**config.mk**
```make
export PLATFORM = sky130hd
export DESIGN_NAME = bp_sac_wh_arbiter
export DESIGN_NICKNAME = d
export VERILOG_FILES = /design/src/rtl/bp_sac_wh_arbiter_pkg.sv /design/src/rtl/bp_sac_wh_arbiter_rr_pick.sv /design/src/rtl/bp_sac_wh_arbiter.sv
export SDC_FILE = /design/constraint.sdc
export NUM_CORES = 1
export LEC_CHECK = 0
export BUFFER_PORTS_ARGS = -buffer_cell sky130_fd_sc_hd__buf_2
export CORE_AREA = 2 2 132 134
export DETAILED_ROUTE_END_ITERATION = 8
export DIE_AREA = 0 0 134 136
export GPL_TIMING_DRIVEN = 0
export PLACE_DENSITY = 0.56
export SLEW_MARGIN = 20
export SYNTH_ARGS = -nofsm -noshare
export SYNTH_HDL_FRONTEND = slang
export SYNTH_HIERARCHICAL = 1
export SYNTH_SLANG_ARGS = --single-unit
export TNS_END_PERCENT = 30
```
**constraint.sdc**
```tcl
create_clock -name clk_i -period 17.9 [get_ports clk_i]
set_input_delay 5.37 -clock clk_i [delete_from_list [all_inputs] [get_ports clk_i]]
set_output_delay 5.37 -clock clk_i [all_outputs]
set_load 0.05 [all_outputs]
```
**src/rtl/bp_sac_wh_arbiter_pkg.sv**
```systemverilog
// bp_sac_wh_arbiter_pkg
//   Shared SAC coherence-NoC definitions: wormhole arbiter state encoding and
//   the header layout helper. A header flit carries the destination coordinate
//   in bits [cord_width-1:0] and the body-flit count ("len") immediately above
//   it, in bits [cord_width +: len_width].
package bp_sac_wh_arbiter_pkg;

    typedef enum logic {
        ARB_IDLE,
        ARB_BUSY
    } arb_state_e;

    // Header fields must lie within this many low-order bits of a flit.
    localparam int unsigned hdr_span_max_lp = 64;

    // Extract the len field of a header flit (zero-extended to 32 bits).
    function automatic logic [31:0] hdr_len_f(
        input logic [hdr_span_max_lp-1:0] flit,
        input int unsigned                cord_width,
        input int unsigned                len_width
    );
        logic [hdr_span_max_lp-1:0] shifted;
        shifted = flit >> cord_width;
        return shifted[31:0] & ((32'd1 << len_width) - 32'd1);
    endfunction

endpackage

```
**src/rtl/bp_sac_wh_arbiter_rr_pick.sv**
```systemverilog
// bp_sac_rr_pick
//   Combinational round-robin priority encoder. The search begins one past
//   the last-served requester and wraps modulo num_req_p.
//   Ports:
//     req  - request vector
//     last - index of the requester served most recently
//     gnt  - one-hot winner (zero when no request)
//     idx  - binary index of the winner (zero when no request)
//     any  - at least one request present
module bp_sac_rr_pick #(
    parameter int unsigned num_req_p = 4
) (
    input  logic [num_req_p-1:0]         req,
    input  logic [$clog2(num_req_p)-1:0] last,
    output logic [num_req_p-1:0]         gnt,
    output logic [$clog2(num_req_p)-1:0] idx,
    output logic                         any
);
    localparam int unsigned id_width_lp = $clog2(num_req_p);

    logic [id_width_lp-1:0] cand;

    always_comb begin
        gnt  = '0;
        idx  = '0;
        any  = 1'b0;
        cand = '0;
        for (int unsigned i = 1; i <= num_req_p; i++) begin
            cand = id_width_lp'((32'(last) + i) % num_req_p);
            if (!any && req[cand]) begin
                any       = 1'b1;
                gnt[cand] = 1'b1;
                idx       = cand;
            end
        end
    end

endmodule

```
**src/rtl/bp_sac_wh_arbiter.sv**
```systemverilog
// bp_sac_wh_arbiter
//   Round-robin wormhole arbiter merging num_req_p flit streams onto one
//   ready-and link. A granted header holds the link until the packet's final
//   flit, so packets never interleave.
//   Ports:
//     clk_i, reset_i - clock, asynchronous active-high reset
//     v_i, data_i    - per-requester flit valid / flit (flattened)
//     ready_and_o    - per-requester ready (only the connected requester)
//     v_o, data_o    - merged flit valid / flit
//     ready_and_i    - downstream ready
//     grant_o        - one-hot connected requester, zero when none
//     pkt_done_o     - pulse when a packet's final flit is accepted
module bp_sac_wh_arbiter
    import bp_sac_wh_arbiter_pkg::*;
#(
    parameter int unsigned num_req_p    = 4,
    parameter int unsigned flit_width_p = 64,
    parameter int unsigned cord_width_p = 8,
    parameter int unsigned len_width_p  = 4
) (
    input  logic                              clk_i,
    input  logic                              reset_i,
    input  logic [num_req_p-1:0]              v_i,
    input  logic [num_req_p*flit_width_p-1:0] data_i,
    output logic [num_req_p-1:0]              ready_and_o,
    output logic                              v_o,
    output logic [flit_width_p-1:0]           data_o,
    input  logic                              ready_and_i,
    output logic [num_req_p-1:0]              grant_o,
    output logic                              pkt_done_o
);
    localparam int unsigned id_width_lp = $clog2(num_req_p);

    arb_state_e             state_q, state_d;
    logic [len_width_p-1:0] cnt_q, cnt_d;
    logic [id_width_lp-1:0] gnt_q, gnt_d;
    logic [id_width_lp-1:0] last_q, last_d;

    logic [num_req_p-1:0][flit_width_p-1:0] data_arr;
    logic [num_req_p-1:0]   pick_gnt;
    logic [id_width_lp-1:0] pick_idx;
    logic                   pick_any;
    logic [id_width_lp-1:0] sel_idx;
    logic [flit_width_p-1:0] sel_data;
    logic [len_width_p-1:0] hdr_len;
    logic                   hs;

    assign data_arr = data_i;

    bp_sac_rr_pick #(
        .num_req_p(num_req_p)
    ) u_pick (
        .req (v_i),
        .last(last_q),
        .gnt (pick_gnt),
        .idx (pick_idx),
        .any (pick_any)
    );

    always_comb begin
        state_d     = state_q;
        cnt_d       = cnt_q;
        gnt_d       = gnt_q;
        last_d      = last_q;
        grant_o     = '0;
        v_o         = 1'b0;
        ready_and_o = '0;
        pkt_done_o  = 1'b0;
        hs          = 1'b0;

        sel_idx  = (state_q == ARB_BUSY) ? gnt_q : pick_idx;
        sel_data = data_arr[sel_idx];
        data_o   = sel_data;
        hdr_len  = len_width_p'(hdr_len_f(hdr_span_max_lp'(sel_data),
                                          cord_width_p, len_width_p));

        if (state_q == ARB_BUSY) begin
            // The owner stays connected even while it withholds v_i.
            grant_o[gnt_q] = 1'b1;
            v_o            = v_i[gnt_q];
        end else begin
            grant_o = pick_gnt;
            v_o     = pick_any;
        end

        // Outputs are silenced throughout reset, including the comb paths.
        if (reset_i) begin
            grant_o = '0;
            v_o     = 1'b0;
        end

        ready_and_o = grant_o & {num_req_p{ready_and_i}};
        hs          = v_o & ready_and_i;

        if (hs) begin
            if (state_q == ARB_IDLE) begin
                if (hdr_len == '0) begin
                    pkt_done_o = 1'b1;
                    last_d     = pick_idx;
                end else begin
                    gnt_d   = pick_idx;
                    cnt_d   = hdr_len;
                    state_d = ARB_BUSY;
                end
            end else begin
                cnt_d = cnt_q - 1'b1;
                if (cnt_q == len_width_p'(1)) begin
                    pkt_done_o = 1'b1;
                    last_d     = gnt_q;
                    state_d    = ARB_IDLE;
                end
            end
        end
    end

    always_ff @(posedge clk_i or posedge reset_i) begin
        if (reset_i) begin
            state_q <= ARB_IDLE;
            cnt_q   <= '0;
            gnt_q   <= '0;
            last_q  <= id_width_lp'(num_req_p - 1);
        end else begin
            state_q <= state_d;
            cnt_q   <= cnt_d;
            gnt_q   <= gnt_d;
            last_q  <= last_d;
        end
    end

endmodule
```
==> flow_metrics.env <==
export IMPL_yosys_most_used_dff="dfrtp_1"
export IMPL_finalInstanceArea_um2=4887
export IMPL_hold_buffers=0
export IMPL_floorplan_io_pins=337
export IMPL_total_routing_usage_gr_pct=16.24
export IMPL_timing_max_slew_rel_slack_pct=47.23
export IMPL_place_worst_setup_slack_ns=3.592
export IMPL_critical_path_endpoint_type="output pin"
export IMPL_total_grt_overflow=0
export IMPL_cts_tree="built"
export IMPL_power_share_sequential_pct=3.9
export IMPL_drv_max_cap_violation_count=0
export IMPL_fin_skew_ns=0.0006481
export IMPL_pin_count_of_the_biggest_net_entering_global_routing=12
export IMPL_remaining_drc_errors=0
export IMPL_syn_avg_cell_area_um2=11.67
export IMPL_worst_slew_pin_slew_ns=0.7916
export IMPL_core_um2=16880
export IMPL_post_drt_wl_per_cell_um=19.78
export IMPL_number_of_antenna_violations_at_the_first_check_in_global_routing=9
export IMPL_dp_final_hpwl_mm=14.20
export IMPL_synth_enable_flop_cells=0
export IMPL_finalWorstPathRequiredPeriod_ns=14.22
export IMPL_numPlacedInstances=804
export IMPL_synth_cells=243
export IMPL_synthesis_area_um2=2835
export IMPL_cts_setup_buffers=0
export IMPL_max_freq_ghz=0.07031
export IMPL_synth_lib_cells_used_distinct=44
export IMPL_clk_latency_ns=0.24
export IMPL_slowest_stage="a221oi_1"
export IMPL_synth_seq_cells=9
export IMPL_total_switching_power_uw=773.0
export IMPL_cts_htree_levels=1
export IMPL_syn_num_nets=516
export IMPL_timing_critical_path_required_ns=12.53
export IMPL_avgViaCountPerCell=4.756
export IMPL_num_fill_cells=1838
export IMPL_p_int_uw=418.7
export IMPL_p_leak_nw=2.431
export IMPL_hold_viol_final=0
export IMPL_portBuffers=336
export IMPL_die_width_um=134
export IMPL_grt_first_pass_wirelength_mm=22.51
export IMPL_final_net_count=857
export IMPL_cp_arrival_ns=8.85
export IMPL_ff_latch_area_um2=227.7
export IMPL_status="finished clean"
export IMPL_cts_root_to_sink_buffers=2
export IMPL_post_cts_resized=0
export IMPL_critical_path_cell_by_cell="buf_2, clkbuf_1, mux2i_1, a211oi_1, a311o_1, a221oi_1, mux2i_1, buf_4, mux4_2, nor4_4, o21ai_1, inv_1, buf_2"
export IMPL_drv_slew=0
export IMPL_power_per_cell_area_nw_per_um2=243.9
export IMPL_finalWorstSetupSlack_ns=3.678
export IMPL_worstSetupStartpointType="input port"
export IMPL_drt_pre_antenna_iters=4
export IMPL_vdd_drop_max_uv=100.9
export IMPL_worst_hold_slack_ns=0.5273
export IMPL_cts_buffers=3
export IMPL_ys_seq_area_share_pct=8.032
export IMPL_clkPwrFrac_pct=3.4
export IMPL_route_final_wire_length_mm=16.06
export IMPL_critPathMaxStageDelay_ns=0.55
export IMPL_via_count_of_the_first_global_routing_pass=3685
export IMPL_start_util_pct=16.80
export IMPL_critical_path_max_fanout=10
export IMPL_synth_warning_count=6
export IMPL_setup_tns_ns=0
export IMPL_grt_setup_unrepaired="false"
export IMPL_fp_dieArea_um2=18220
export IMPL_crit_type="input port to output pin"
export IMPL_drt_antenna_net_count=0
export IMPL_clock_tree_root_cell="clkbuf_16"
export IMPL_multi_input_area_um2=2422
export IMPL_power_share_combinational_pct=92.7
export IMPL_post_dp_cell_area_um2=4798
export IMPL_drive_above_1_share_pct=73.24
export IMPL_finalCritPeriodShare_pct=79.45
export IMPL_dieHeight_um=136
export IMPL_first_iter_violations=249
export IMPL_asyncSetResetFlopFracSynth_pct=100.0
export IMPL_final_setup_viol_count=0
export IMPL_min_delay_path_class="register to register"
export IMPL_cts_num_sinks=9
export IMPL_num_rows=48
export IMPL_power_switching_share_pct=64.86
export IMPL_final_gp_congestion=0.8640
export IMPL_flow_area_growth_from_synthesis_pct=72.37
export IMPL_vias=3862
export IMPL_final_cells=812
export IMPL_clk_pin_slew_worst_paths_ns=0.04
==> metal layers <==
layer / part of all wire [%] / vias up / track usage (%)
met3: 8.9 / 16 / 3.840
li1: - / 1722 / -
met4: 1.1 / 6 / 2.482
met1: 42 / 1891 / 23.23
met2: 48 / 227 / 25.36
met5: 0.26 / - / 0
==> worst max-delay path, delay by kind of cell <==
kind,cells,cell delay [ns]
mux,3,0.93
buf+inv,5,0.98
compound gates,4,1.22
simple gates,1,0.34
==> power by group through the flow <==
stage          clock network, mW  registers [mW]  logic, mW
2_1_floorplan                  0          0.0421      0.867
3_3_place_gp                   0          0.0465       1.11
3_5_place_dp                   0          0.0469       1.11
4_1_cts                   0.0411          0.0468       1.11
5_1_grt                   0.0430          0.0496       1.16
6_report                  0.0406          0.0467       1.10
==> cell usage after synthesis (all sizes together), types with 4 or more instances <==
cell type	n	area share [%]
o21ai	6	1.1
buf	14	3.1
clkbuf	10	1.3
nor3	4	0.71
nor2	10	1.3
mux4	68	54
a31oi	5	1.1
nand2	15	2.0
a21oi	10	1.8
ha	10	4.4
mux2i	7	2.5
nand4	7	1.5
or3	4	0.88
inv	16	2.1
a2111o	4	1.6
o31ai	5	1.3
dfrtp	7	6.2
and2	4	0.88
==> cells by family after synthesis <==
kind of cell	count (synthesis)	share of synthesized area [%]
DFF	9	8.032
muxes	78	57.68
and+or+nand+nor	60	11.87
adders and majority gates	10	4.413
AOI/OAI and AO/OA	46	11.47
buffers and inverters	40	6.531
==> placed cells by master (no fill, tap or decap), types with 2 or more instances in the layout <==
cell type | Yosys | final
a2111o_1 | 4 | 4
or3_1 | 4 | 4
diode_2 | 0 | 4
nand2b_1 | 3 | 3
o31ai_1 | 5 | 5
o221ai_1 | 2 | 2
nand2_1 | 15 | 15
mux2_1 | 2 | 2
nor4b_1 | 2 | 2
and2_1 | 4 | 4
o211ai_1 | 3 | 3
a21boi_0 | 2 | 2
clkbuf_1 | 10 | 11
mux2i_1 | 7 | 7
dfrtp_1 | 7 | 7
nand3b_1 | 3 | 3
ha_1 | 10 | 10
dfstp_2 | 2 | 2
nand3_1 | 2 | 2
buf_2 | 10 | 346
mux4_2 | 68 | 68
nor3_1 | 4 | 4
buf_4 | 2 | 2
nand4_1 | 7 | 7
buf_6 | 2 | 2
clkbuf_16 | 0 | 3
a21oi_1 | 10 | 10
inv_1 | 16 | 16
a211oi_1 | 3 | 3
nor2_1 | 10 | 10
o21ai_0 | 5 | 5
a31oi_1 | 5 | 5
==> per-stage QoR <==
| step | util [%] | total power, mW |
|---|---|---|
| floorplan | - | 0.9090 |
| global placement | 28.43 | 1.154 |
| detailed placement | 28.43 | 1.155 |
| CTS | 28.90 | 1.197 |
| global route | 28.93 | 1.249 |
| finish | 28.96 | 1.192 |
==> flip-flops by register name (all words and copies together) (netlist names) <==
signal,flops
gnt_q,2
last_q,2
cnt_q,4
state_q,1
==> final timing paths <==
| path | cells after the start | slack (ns) | end | from |
|---|---|---|---|---|
| max in group asynchronous | 2 | 12.41 | last_q[0] | reset_i |
| hold reg to reg | 2 | 0.53 | last_q[0] | last_q[0] |
| setup reg to reg | 14 | 13.12 | gnt_q[1] | last_q[0] |
| min in group asynchronous | 2 | 5.17 | state_q | reset_i |
| hold / removal | 2 | 0.53 | last_q[0] | last_q[0] |
| setup / recovery | 13 | 3.68 | pkt_done_o | v_i[0] |
==> cell type report <==
type,instances,share of cell area (%)
clock buffers,4,1.613
inverters,16,1.229
plain buffers,24,2.560
multi-input cells,194,49.56
well taps,225,5.760
repair buffers,336,34.41
diodes,4,0.2048
flip-flops and latches,9,4.659
Note: power is estimated with default switching activity, not from simulation.
